`config.mk`:
```
export PLATFORM = sky130hd
export DESIGN_NAME = uart_periph
export DESIGN_NICKNAME = d
export VERILOG_FILES = /design/src/rtl/uart_periph.sv
export SDC_FILE = /design/constraint.sdc
export NUM_CORES = 1
export LEC_CHECK = 0
export BUFFER_PORTS_ARGS = -buffer_cell sky130_fd_sc_hd__buf_2
export CAP_MARGIN = 20
export CORE_MARGIN = 2
export CORE_UTILIZATION = 35
export CTS_CLUSTER_DIAMETER = 30
export CTS_CLUSTER_SIZE = 20
export DETAILED_ROUTE_END_ITERATION = 8
export MAX_ROUTING_LAYER = met4
export SYNTH_ARGS = -nofsm -noshare
export SYNTH_HDL_FRONTEND = slang
export SYNTH_SLANG_ARGS = --single-unit
```
`constraint.sdc`:
```
create_clock -name clk -period 6.95 [get_ports clk]
set_input_delay 0.695 -clock clk [delete_from_list [all_inputs] [get_ports clk]]
set_output_delay 0.695 -clock clk [all_outputs]
set_load 0.1 [all_outputs]
```
`src/rtl/uart_periph.sv`:
```
// uart_periph: memory-mapped 8N1 UART with a programmable baud divisor.
// Register offsets (addr[3:0]): 0x4 TXDATA, 0x5 RXDATA, 0x6 STATUS,
// 0x7 CTRL, 0x8 DIV_LO, 0x9 DIV_HI.
// Ports:
//   clk, reset          - clock, synchronous active-high reset
//   uart_enable         - address-decode select for this block
//   addr, wdata         - byte address and store data
//   write_enable        - store strobe, read_enable - load strobe
//   rdata               - combinational read data (zero-extended byte)
//   tx                  - serial out (idle high), rx - asynchronous serial in
module uart_periph #(
  parameter logic [15:0] DEFAULT_DIV = 16'd434
) (
  input  logic        clk,
  input  logic        reset,
  input  logic        uart_enable,
  input  logic [31:0] addr,
  input  logic        write_enable,
  input  logic        read_enable,
  input  logic [31:0] wdata,
  output logic [31:0] rdata,
  output logic        tx,
  input  logic        rx
);

  localparam int unsigned DIV_W  = 16;
  localparam int unsigned BYTE_W = 8;
  localparam int unsigned IDX_W  = 3;

  localparam logic [3:0] OFF_TXDATA = 4'h4;
  localparam logic [3:0] OFF_RXDATA = 4'h5;
  localparam logic [3:0] OFF_STATUS = 4'h6;
  localparam logic [3:0] OFF_CTRL   = 4'h7;
  localparam logic [3:0] OFF_DIV_LO = 4'h8;
  localparam logic [3:0] OFF_DIV_HI = 4'h9;

  localparam logic [1:0] ST_IDLE  = 2'd0;
  localparam logic [1:0] ST_START = 2'd1;
  localparam logic [1:0] ST_DATA  = 2'd2;
  localparam logic [1:0] ST_STOP  = 2'd3;

  // Bus decode
  logic [3:0] off;
  logic       wr_en;
  logic       rd_en;
  logic       unused_bits;

  assign off         = addr[3:0];
  assign wr_en       = uart_enable & write_enable;
  assign rd_en       = uart_enable & read_enable;
  assign unused_bits = ^{addr[31:4], wdata[31:8]};

  // Divisor registers and derived bit / half-bit periods
  logic [BYTE_W-1:0] div_lo;
  logic [BYTE_W-1:0] div_hi;
  logic [DIV_W-1:0]  div_eff;
  logic [DIV_W-1:0]  div_half;

  assign div_eff  = ({div_hi, div_lo} == '0) ? DIV_W'(1) : {div_hi, div_lo};
  assign div_half = (div_eff < DIV_W'(2)) ? DIV_W'(1) : (div_eff >> 1);

  always_ff @(posedge clk) begin
    if (reset) begin
      div_lo <= DEFAULT_DIV[7:0];
      div_hi <= DEFAULT_DIV[15:8];
    end else if (wr_en) begin
      if (off == OFF_DIV_LO) div_lo <= wdata[7:0];
      if (off == OFF_DIV_HI) div_hi <= wdata[7:0];
    end
  end

  // ---------------------------------------------------------------- TX
  logic [1:0]        tx_state,  tx_state_nxt;
  logic [DIV_W-1:0]  tx_cnt,    tx_cnt_nxt;
  logic [DIV_W-1:0]  tx_div,    tx_div_nxt;
  logic [IDX_W-1:0]  tx_idx,    tx_idx_nxt;
  logic [BYTE_W-1:0] tx_shift,  tx_shift_nxt;
  logic              tx_nxt;
  logic              tx_busy,   tx_busy_nxt;
  logic              tx_load_c;

  assign tx_load_c = wr_en && (off == OFF_TXDATA);

  // TX state register
  always_ff @(posedge clk) begin
    if (reset) begin
      tx_state <= ST_IDLE;
      tx_cnt   <= '0;
      tx_div   <= '0;
      tx_idx   <= '0;
      tx_shift <= '0;
      tx       <= 1'b1;
      tx_busy  <= 1'b0;
    end else begin
      tx_state <= tx_state_nxt;
      tx_cnt   <= tx_cnt_nxt;
      tx_div   <= tx_div_nxt;
      tx_idx   <= tx_idx_nxt;
      tx_shift <= tx_shift_nxt;
      tx       <= tx_nxt;
      tx_busy  <= tx_busy_nxt;
    end
  end

  // TX next state; the counter holds the remaining cycles of the current bit
  always_comb begin
    tx_state_nxt = tx_state;
    tx_cnt_nxt   = tx_cnt;
    tx_div_nxt   = tx_div;
    tx_idx_nxt   = tx_idx;
    tx_shift_nxt = tx_shift;
    tx_nxt       = tx;
    tx_busy_nxt  = tx_busy;
    case (tx_state)
      ST_IDLE: begin
        if (tx_load_c) begin
          tx_state_nxt = ST_START;
          tx_shift_nxt = wdata[7:0];
          tx_div_nxt   = div_eff;
          tx_cnt_nxt   = div_eff - DIV_W'(1);
          tx_nxt       = 1'b0;
          tx_busy_nxt  = 1'b1;
        end
      end
      ST_START: begin
        if (tx_cnt == '0) begin
          tx_state_nxt = ST_DATA;
          tx_cnt_nxt   = tx_div - DIV_W'(1);
          tx_nxt       = tx_shift[0];
          tx_shift_nxt = {1'b0, tx_shift[7:1]};
          tx_idx_nxt   = '0;
        end else begin
          tx_cnt_nxt = tx_cnt - DIV_W'(1);
        end
      end
      ST_DATA: begin
        if (tx_cnt == '0) begin
          tx_cnt_nxt = tx_div - DIV_W'(1);
          if (tx_idx == IDX_W'(7)) begin
            tx_state_nxt = ST_STOP;
            tx_nxt       = 1'b1;
          end else begin
            tx_nxt       = tx_shift[0];
            tx_shift_nxt = {1'b0, tx_shift[7:1]};
            tx_idx_nxt   = tx_idx + IDX_W'(1);
          end
        end else begin
          tx_cnt_nxt = tx_cnt - DIV_W'(1);
        end
      end
      ST_STOP: begin
        if (tx_cnt == '0) begin
          tx_state_nxt = ST_IDLE;
          tx_busy_nxt  = 1'b0;
        end else begin
          tx_cnt_nxt = tx_cnt - DIV_W'(1);
        end
      end
      default: tx_state_nxt = ST_IDLE;
    endcase
  end

  // ---------------------------------------------------------------- RX
  logic              rx_s1;
  logic              rx_s2;
  logic              rx_d;
  logic              rx_fall_c;
  logic [1:0]        rx_state,  rx_state_nxt;
  logic [DIV_W-1:0]  rx_cnt,    rx_cnt_nxt;
  logic [DIV_W-1:0]  rx_div,    rx_div_nxt;
  logic [IDX_W-1:0]  rx_idx,    rx_idx_nxt;
  logic [BYTE_W-1:0] rx_shift,  rx_shift_nxt;
  logic              rx_done_c;
  logic [BYTE_W-1:0] rx_data;
  logic              rx_valid;
  logic              rx_overrun;
  logic              frame_error;
  logic              err_clr_c;

  // Two-flop synchronizer plus one delay stage for edge detection
  always_ff @(posedge clk) begin
    if (reset) begin
      rx_s1 <= 1'b1;
      rx_s2 <= 1'b1;
      rx_d  <= 1'b1;
    end else begin
      rx_s1 <= rx;
      rx_s2 <= rx_s1;
      rx_d  <= rx_s2;
    end
  end

  assign rx_fall_c = rx_d & ~rx_s2;

  // RX state register
  always_ff @(posedge clk) begin
    if (reset) begin
      rx_state <= ST_IDLE;
      rx_cnt   <= '0;
      rx_div   <= '0;
      rx_idx   <= '0;
      rx_shift <= '0;
    end else begin
      rx_state <= rx_state_nxt;
      rx_cnt   <= rx_cnt_nxt;
      rx_div   <= rx_div_nxt;
      rx_idx   <= rx_idx_nxt;
      rx_shift <= rx_shift_nxt;
    end
  end

  // RX next state; the counter holds cycles until the next sample point
  always_comb begin
    rx_state_nxt = rx_state;
    rx_cnt_nxt   = rx_cnt;
    rx_div_nxt   = rx_div;
    rx_idx_nxt   = rx_idx;
    rx_shift_nxt = rx_shift;
    rx_done_c    = 1'b0;
    case (rx_state)
      ST_IDLE: begin
        if (rx_fall_c) begin
          rx_state_nxt = ST_START;
          rx_div_nxt   = div_eff;
          rx_cnt_nxt   = div_half - DIV_W'(1);
        end
      end
      ST_START: begin
        if (rx_cnt == '0) begin
          // A start bit that reads high at mid-bit was a glitch
          if (!rx_s2) begin
            rx_state_nxt = ST_DATA;
            rx_cnt_nxt   = rx_div - DIV_W'(1);
            rx_idx_nxt   = '0;
          end else begin
            rx_state_nxt = ST_IDLE;
          end
        end else begin
          rx_cnt_nxt = rx_cnt - DIV_W'(1);
        end
      end
      ST_DATA: begin
        if (rx_cnt == '0) begin
          rx_shift_nxt = {rx_s2, rx_shift[7:1]};
          rx_cnt_nxt   = rx_div - DIV_W'(1);
          if (rx_idx == IDX_W'(7)) begin
            rx_state_nxt = ST_STOP;
          end else begin
            rx_idx_nxt = rx_idx + IDX_W'(1);
          end
        end else begin
          rx_cnt_nxt = rx_cnt - DIV_W'(1);
        end
      end
      ST_STOP: begin
        if (rx_cnt == '0) begin
          rx_done_c    = 1'b1;
          rx_state_nxt = ST_IDLE;
        end else begin
          rx_cnt_nxt = rx_cnt - DIV_W'(1);
        end
      end
      default: rx_state_nxt = ST_IDLE;
    endcase
  end

  assign err_clr_c = wr_en && (off == OFF_CTRL) && wdata[0];

  // Receive data and sticky status; a completing byte wins over a read clear
  always_ff @(posedge clk) begin
    if (reset) begin
      rx_data     <= '0;
      rx_valid    <= 1'b0;
      rx_overrun  <= 1'b0;
      frame_error <= 1'b0;
    end else begin
      if (rx_done_c) begin
        rx_data  <= rx_shift;
        rx_valid <= 1'b1;
      end else if (rd_en && (off == OFF_RXDATA)) begin
        rx_valid <= 1'b0;
      end
      rx_overrun  <= (rx_overrun & ~err_clr_c) | (rx_done_c & rx_valid);
      frame_error <= (frame_error & ~err_clr_c) | (rx_done_c & ~rx_s2);
    end
  end

  // Read mux
  always_comb begin
    rdata = '0;
    if (uart_enable) begin
      case (off)
        OFF_RXDATA: rdata = 32'(rx_data);
        OFF_STATUS: rdata = 32'({4'b0, frame_error, rx_overrun, rx_valid, tx_busy});
        OFF_DIV_LO: rdata = 32'(div_lo);
        OFF_DIV_HI: rdata = 32'(div_hi);
        default:    rdata = '0;
      endcase
    end
  end

endmodule

```
Word-level counts from Yosys, hierarchy flattened. Cells that the tools add are included. Widths: inputs -> output; s select.

Register bits after elaboration: 122. Input port bits: 70. Output and inout bits: 33. Word-level logic and storage cells: 153.

$add $sub $neg: 8. Magnitude comparators: 1. Equal/unequal tests: 30. Multiplexer cells: 53. Bitwise logic cells: 11. Reductions and logical operators: 29.

Operators by type and width (count): $mux 16 (9); $sub 16x1->16 const B (5); $pmux 16 s4 (1); $logic_not 16->1 (3); $pmux 16 s3 (1); $mux 8 (5); $pmux 8 s4 (1); $ne 2x2->1 const B (15); $pmux 8 s3 (1); $mux 2 (11); $mux 3 (7); $reduce_and 5->1 (4); $eq 4x3->1 const B (4); $lt 16x2->1 const B (1); $pmux 2 s4 (2); $sub 15x1->16 const B (1); $mux 15 (1); $pmux 3 s2 (2); $reduce_and 2->1 (6); $mux 1 (10); $eq 2x2->1 const B (4); $eq 4x4->1 const B (2); $reduce_and 4->1 (2); $reduce_bool 2->1 (4); other kinds (14) (30).

Longest topological paths before layout. Gate-level depths: netlist (run 1).

Depth in word-level cells: 7. Depth in mapped cells: 12. Mapped depth without buffers: 10.

Least setup slack after synthesis (run 1). Ideal clock, no wire load.

Path kind: input-to-output. Start point: in addr[2]. End point: out rdata[0]. Data arrival time: 2.748 ns. Data required time: 6.255 ns. Slack: 3.507 ns. Cell stages on the path: 6. Path buffers: 1. Path through: nor2b_1 -> clkbuf_1 -> a21oi_1 -> o21ai_0 -> nand2_1 -> nor2_1.

Longest elaborated chain between the ends: 3. Elaborated cells on any way between the ends: 6. Classes of those cells: eq/ne: 4; mux: 2.

RTL lines: from (decl) (line 17) `input logic [31:0] addr,`; $eq 4x4->1 / $eq 4x3->1 (equally long branches) (line 292) `case (off)`; $pmux 8 s4 (*) (line 292); $mux 8 (*) (line 291) `if (uart_enable) begin`; to (decl) (line 21) `output logic [31:0] rdata,`.

Mark *: on every way between the ends. The rest lies on a longest branch, timed or not.

Worst setup path after layout (run 1).
Start point: reg div_lo[4]. End point: reg tx_cnt[10].

Longest elaborated chain between the ends: 5.

RTL lines: from (decl) (line 54) `logic [BYTE_W-1:0] div_lo;`; from (signal assigned) (line 64) `div_lo <= DEFAULT_DIV[7:0];`; from (signal assigned) (line 67) `if (off == OFF_DIV_LO) div_lo <= wdata[7:0];`; $logic_not 16->1 (line 59) `assign div_eff = ({div_hi, div_lo} == '0) ? DIV_W'(1) : {div_hi, div_lo};`; $mux 16 (*) (line 59); $sub 16x1->16 (*) (line 120) `tx_cnt_nxt = div_eff - DIV_W'(1);`; $mux 16 (*) (line 116) `if (tx_load_c) begin`; $pmux 16 s3 (*) (line 114) `case (tx_state)`; to (signal assigned) (line 96) `tx_cnt <= tx_cnt_nxt;`; to (decl) (line 74) `logic [DIV_W-1:0] tx_cnt, tx_cnt_nxt;`.

Mark *: on every way between the ends. The rest lies on a longest branch, timed or not. The select of a mux whose other input is x is not followed. A chain may end at the register's enable or synchronous reset.

==> out/results.tsv, run 1 <==
stage	metric	value	unit
route	final WL	21400	microns
worst_setup_path	Setup CP Type	reg -> reg	
clock_tree	# Post-CTS Setup Buffers	0	
sta	final number of setup-violating endpoints	0	
placement	Placer Congestion	0.853	
sta	worst-margin pin slew	1.05	ns
synthesis	Seq/Total Area, Yosys	31.4	%
clock_tree	TritonCTS clock tree	done	
worst_setup_path	Max FO, Critical Path	13	
clock_tree	CTS Buf Count	17	
global_routing	pin count of the biggest net entering global routing	71	
worst_setup_path	CP Data Arrival Time	4.02	ns
global_routing	initial antenna violation count	0	
sta	Setup TNS Final	0	ns
sta	Final Critical Period	3.71	ns
layout	Area Growth Syn to Fin	9.32	%
pwr	P per Cell Area	359	nW/um^2
die	io pins	103	
synthesis	mapped cell area	7790	sq um
synthesis	Main synth FF type	dfxtp_1	
clock_tree	CTS Sinks	122	
sta	clock skew	0.00909	ns
worst_setup_path	Critical path buffers and inverters	0	
layout	Final Util	39.0	%
route	Detail Route Antenna Nets	0	
flow_run	max-cap violations	0	
clock_tree	CTS Root Buffer Type	clkbuf_16	
route	drt drc	0	
clock_tree	Resized cells post-CTS	0	
worst_setup_path	CP Data Required Time	7.26	ns
clock_tree	Hold Buf Count CTS	0	
global_routing	GRT overflow	0	
route	starting DRC count in detailed routing	520	
synthesis	Post-synth ARST share	0	%
worst_setup_path	critical path, cell by cell	or4_1 -> nor2_1 -> a31oi_1 -> ha_1 -> nor3b_1 -> nand3_1 -> xnor2_1 -> o21ai_0 -> o211ai_1 -> o211a_1	
route	DRT Pass-1 Iters	5	
synthesis	Post-Synthesis Cells	998	
clock_tree	worst skew pair latency	0.42	ns
synthesis	post-synthesis cell type count	73	
clock_tree	CTS max path bufs	2	
global_routing	GRT Total Usage	19.0	%
placement	dpl hpwl	15000	microns
layout	layout cells sized above 1	9.90	%
synthesis	synth warn	0	
die	Die X	153	microns
die	row count	54	
route	DR vias	7131	
sta	unrepaired setup endpoints after global routing	false	
die	Chip Height	153	microns
die	Initial Util	35.7	%
sta	fin. max-slew vios	0	
synthesis	synthesis-stage register bit count	122	
sta	Final Hold Fails	0	
synthesis	Avg Cell Area, Syn	7.81	sq um
placement	IO buf count	26	
pwr	static leakage	0.00327	uW
layout	most frequent cells in the layout	dfxtp_1 (122), nor2_1 (118), nand2_1 (116), a21oi_1 (66), mux2i_1 (47)	
synthesis	number of enable flip-flop cells after synthesis	0	
worst_setup_path	slowest CP cell	dfxtp_1	
route	Vias/cell	5.61	
route	wire length per cell	16.8	microns
layout	Inserted Diodes	0	
sta	max_slew headroom	29.8	%
pwr	peak supply drop	0.284	mV
die	die area	23500	sq um
worst_hold_path	Hold Crit Class	reg -> reg	
layout	most common cell after layout, fill and taps aside	dfxtp_1	
sta	maximum clock rate	269	MHz
worst_setup_path	max incr delay on CP	0.67	ns
die	Placeable Area	21800	sq um
worst_setup_path	Critical Path Start Type	register	
global_routing	vias in the first global route	6579	
clock_tree	CTS H-Tree Depth	4	
global_routing	first-pass GRT wire length	35200	microns
sta	fin crit share	53.4	%
status	status	finished clean	
worst_setup_path	CP endpoint kind	register	
layout	final net count	1067	
layout	number of filler cells placed in the layout	2262	
worst_setup_path	delay-heaviest family, CP	simple AND/OR/NAND/NOR gates	
clock_tree	Worst-path clk slew	0.06	ns
## area by class of cell
class	count	area [sq um]	share of cell area, %
Multi-Input combinational cell	780	4870	57.1
Sequential cell	122	2440	28.7
Clock buffer	19	443	5.20
Tap cell	280	350	4.11
Timing Repair Buffer	32	181	2.13
Clock inverter	13	143	1.67
Inverter	24	90.1	1.06
## registers in the layout, indices dropped and copies added, names as in the netlist, named ones only
| register | cells |
|---|---|
| div_hi | 8 |
| div_lo | 8 |
| frame_error | 1 |
| rx_cnt | 16 |
| rx_d | 1 |
| rx_data | 8 |
| rx_div | 16 |
| rx_idx | 3 |
| rx_overrun | 1 |
| rx_s1 | 1 |
| rx_s2 | 1 |
| rx_shift | 8 |
| rx_state | 1 |
| rx_valid | 1 |
| tx | 1 |
| tx_busy | 1 |
| tx_cnt | 16 |
| tx_div | 16 |
| tx_idx | 3 |
| tx_shift | 8 |
| tx_state | 2 |
## synth_stat cells, types with 15 or more instances
library cell | instances | share of area (%)
nand2_1 | 116 | 5.6
mux2i_1 | 47 | 6.0
dfxtp_1 | 122 | 31
xnor2_1 | 24 | 2.7
nor2_1 | 118 | 5.7
clkbuf_1 | 51 | 2.5
ha_1 | 20 | 3.2
a21oi_1 | 66 | 4.2
inv_1 | 24 | 1.2
buf_2 | 16 | 1.0
nand3_1 | 33 | 2.1
o21ai_0 | 25 | 1.6
a211oi_1 | 15 | 1.4
xor2_1 | 37 | 4.2
nor3_1 | 26 | 1.7
buf_4 | 25 | 2.4
## path summary, 6_finish.rpt
check / from / end / slack, ns / depth (start not counted)
max: div_lo[4] / tx_cnt[10] / 3.24 / 10
min: rx_s1 / rx_s2 / 0.41 / 1
max reg2reg: div_lo[4] / tx_cnt[10] / 3.24 / 10
min reg2reg: rx_s1 / rx_s2 / 0.41 / 1
## logic make-up (layout without fill, tap and decap cells)
kind of cell               after synthesis  count (layout)  synth area share (%)
and+or+nand+nor                        404             404                  25.9
DFF                                    122             122                  31.4
other                                    1              24                0.0481
muxes                                   53              53                  6.91
adders and majority gates               20              20                  3.21
xor gates and xnor gates                61              61                  6.86
AOI/OAI and AO/OA                      218             218                  18.5
buffers and inverters                  119              88                  7.29
## report_power, final
group	leakage (uW)	switching, uW	internal [uW]
clock network	0.000272	341	538
registers	0.000988	86.7	776
logic	0.00201	880	434
total	0.00327	1310	1750
## stage by stage
stage	cells	hold slack [ns]	total power (uW)	instance area (sq um)	setup slack [ns]
floorplan	1021	0.389	1910	7880	3.51
detailed placement	1238	0.395	2160	7930	3.39
global route	1270	0.436	3240	8520	3.02
CTS	1270	0.408	3050	8520	3.36
global placement	1237	0.396	2150	7920	3.38
finish	1270	0.407	3060	8520	3.24
## layer usage
metal / vias up / global-route usage [%] / part of all wire (%)
met5: - / - / 0
met4: 0 / 6.61 / 1.8
met3: 29 / 3.40 / 5.8
met2: 245 / 28.2 / 45
met1: 3375 / 25.8 / 47
li1: 3482 / - / -
(Power assumes the default switching activity.)
==> run 2, diff against run 1 <==
==> constraint.sdc (replaced) <==
create_clock -name clk -period 3.9 [get_ports clk]
set_input_delay 0.39 -clock clk [delete_from_list [all_inputs] [get_ports clk]]
set_output_delay 0.39 -clock clk [all_outputs]
set_load 0.1 [all_outputs]
==> out/results.tsv, run 2 (same netlist as run 1, synthesis figures left out) <==
stage	metric	value	unit	change
status	status	finished clean		unchanged
sta	Setup TNS Final	0	ns	unchanged
clock_tree	CTS max path bufs	2		unchanged
pwr	total power	5370	uW	was 3060 uW
worst_setup_path	CP Data Required Time	4.21	ns	was 7.26 ns
clock_tree	TritonCTS clock tree	done		unchanged
route	drt drc	0		unchanged
worst_setup_path	CP Data Arrival Time	3.36	ns	was 4.02 ns
clock_tree	Resized cells post-CTS	0		unchanged
worst_setup_path	cell count of the worst reg-to-reg path	11		was 10
worst_hold_path	Hold Crit Class	in -> reg		was reg -> reg
worst_setup_path	critical path, cell by cell	nor4_1 -> buf_4 -> a31oi_1 -> ha_1 -> nor3b_1 -> buf_4 -> nand3_1 -> or3_1 -> xnor2_1 -> nor2_1 -> nor3_2		was or4_1 -> nor2_1 -> a31oi_1 -> ha_1 -> nor3b_1 -> nand3_1 -> xnor2_1 -> o21ai_0 -> o211ai_1 -> o211a_1
global_routing	pin count of the biggest net entering global routing	79		was 71
worst_setup_path	max incr delay on CP	0.68	ns	was 0.67 ns
worst_setup_path	delay-heaviest family, CP	simple AND/OR/NAND/NOR gates		unchanged
route	DR vias	7113		was 7131
sta	maximum clock rate	327	MHz	was 269 MHz
layout	Inserted Diodes	0		unchanged
sta	Final Critical Period	3.05	ns	was 3.71 ns
pwr	Gate power share	43.8	%	was 43.0%
pwr	P_sw	2370	uW	was 1310 uW
route	Vias/cell	5.51		was 5.61
worst_setup_path	slowest CP cell	dfxtp_1		unchanged
die	Placeable Area	21800	sq um	unchanged
worst_setup_path	CP endpoint kind	register		unchanged
sta	clock skew	0.00920	ns	was 0.00909 ns
clock_tree	worst skew pair latency	0.43	ns	was 0.42 ns
layout	Area Growth Syn to Fin	10.7	%	was 9.32%
route	Detail Route Antenna Nets	0		unchanged
pwr	Clk pwr share	27.6	%	was 28.8%
sta	worst-margin pin slew	0.975	ns	was 1.05 ns
die	row count	54		unchanged
clock_tree	CTS Sinks	122		unchanged
worst_setup_path	RR Startpoint	div_lo[3]		was div_lo[4]
die	io pins	103		unchanged
layout	Final Util	39.5	%	was 39.0%
worst_setup_path	Critical path buffers and inverters	2		was 0
worst_setup_path	Critical Path Stages	11		was 10
pwr	P per Cell Area	622	nW/um^2	was 359 nW/um^2
clock_tree	CTS Root Buffer Type	clkbuf_16		unchanged
die	Die X	153	microns	unchanged
worst_setup_path	reg2reg end	tx_cnt[14]		was tx_cnt[10]
sta	fin. max-slew vios	0		unchanged
placement	IO buf count	26		unchanged
sta	Final Hold Fails	0		unchanged
worst_setup_path	Worst path most repeated cell	buf_4		
clock_tree	# Post-CTS Setup Buffers	0		unchanged
global_routing	GRT overflow	0		unchanged
global_routing	vias in the first global route	6515		was 6579
sta	final number of setup-violating endpoints	0		unchanged
placement	Placer Congestion	0.879		was 0.853
sta	hold_ws	0.148	ns	was 0.407 ns
sta	fin crit share	78.3	%	was 53.4%
worst_setup_path	Setup CP Type	reg -> reg		unchanged
route	wire length per cell	16.6	microns	was 16.8 microns
layout	most common cell after layout, fill and taps aside	dfxtp_1		unchanged
clock_tree	Worst-path clk slew	0.06	ns	about the same
pwr	internal power	3000	uW	was 1750 uW
route	starting DRC count in detailed routing	605		was 520
layout	layout cells sized above 1	11.7	%	was 9.90%
worst_hold_path	WHS Endpoint	rx_s1		was rx_s2
die	Initial Util	35.7	%	unchanged
placement	dpl hpwl	15300	microns	was 15000 microns
pwr	static leakage	0.00335	uW	was 0.00327 uW
global_routing	GRT Total Usage	19.0	%	about the same
worst_setup_path	Critical Path Start Type	register		unchanged
sta	max_slew headroom	34.7	%	was 29.8%
sta	unrepaired setup endpoints after global routing	false		unchanged
global_routing	first-pass GRT wire length	35100	microns	was 35200 microns
clock_tree	CTS H-Tree Depth	4		unchanged
clock_tree	Hold Buf Count CTS	0		unchanged
pwr	sequential group share of total power	28.6	%	was 28.2%
worst_setup_path	Max FO, Critical Path	13		unchanged
pwr	Net Sw Frac	44.1	%	was 42.8%
global_routing	initial antenna violation count	0		unchanged
clock_tree	CTS Buf Count	17		unchanged
worst_setup_path	flop-to-flop setup slack	0.85	ns	was 3.24 ns
flow_run	max-cap violations	0		unchanged
layout	number of filler cells placed in the layout	2249		was 2262
die	die area	23500	sq um	unchanged
layout	most frequent cells in the layout	dfxtp_1 (122), nor2_1 (118), nand2_1 (116), a21oi_1 (66), mux2i_1 (47)		unchanged
pwr	peak supply drop	0.289	mV	was 0.284 mV
route	final WL	21500	microns	was 21400 microns
worst_hold_path	worst hold path depth	2		was 1
die	Chip Height	153	microns	unchanged
route	DRT Pass-1 Iters	5		unchanged
worst_hold_path	Hold Crit Start	rx		was rx_s1
layout	final net count	1087		was 1067
==> run 2: changes by cell type in the layout (fill, tap and decap cells not counted) <==
cell / delta
inv_8: +2
buf_4: +21
clkinvlp_4: +1
buf_6: -1
bufinv_16: -2
clkinv_2: -1
inv_6: +1
clkbuf_8: -1
==> run 2: worst max path at each step <==
stage | from | end | slack (ns)
4_1_cts | div_lo[3] | tx_cnt[14] | 0.89
3_3_place_gp | div_lo[3] | tx_cnt[14] | 0.94
2_1_floorplan | div_lo[7] | tx_cnt[14] | 1.06
5_1_grt | div_lo[3] | tx_cnt[8] | 0.57
3_5_place_dp | div_lo[3] | tx_cnt[14] | 0.91
6_report | div_lo[3] | tx_cnt[14] | 0.85
==> run 2: final cells by class <==
cell class	count	area (sq um)	share of cell area [%]
flip-flops and latches	122	2440	28.3
well taps	280	350	4.06
clock inverters	14	116	1.35
repair buffers	52	328	3.80
multi-input cells	780	4870	56.4
inverters	24	90.1	1.04
clock buffers	18	429	4.98
==> run 2: stage by stage <==
stage                     instances  area [sq um]  setup WS, ns
after CTS                      1289          8610         0.889
after global routing           1290          8620         0.570
after detailed placement       1257          8070         0.909
after floorplan                1021          7880          1.06
after global placement         1256          8060         0.936
final                          1290          8620         0.846
==> run 2: worst register-to-register path, cell delays in order (launching register included) <==
cell and delay, ns:
dfxtp_1 0.68, nor4_1 0.10, buf_4 0.18, a31oi_1 0.48, ha_1 0.28, nor3b_1 0.19
buf_4 0.17, nand3_1 0.13, or3_1 0.38, xnor2_1 0.13, nor2_1 0.14, nor3_2 0.06
==> run 2: power groups by stage <==
stage | combinational [uW] | sequential, uW | clock, uW
global route | 2600 | 1560 | 1560
detailed placement | 2310 | 1560 | 0
finish | 2350 | 1530 | 1480
CTS | 2330 | 1530 | 1510
floorplan | 1850 | 1550 | 0
global placement | 2300 | 1550 | 0
==> run 2: per-layer routing <==
metal	wire, microns	vias to the layer above	part of all wire (%)	track usage, %
met4	437	0	2.0	6.00
li1	-	3516	-	-
met5	0	-	0	-
met1	10200	3343	48	25.8
met3	1100	33	5.1	3.09
met2	9700	221	45	29.0
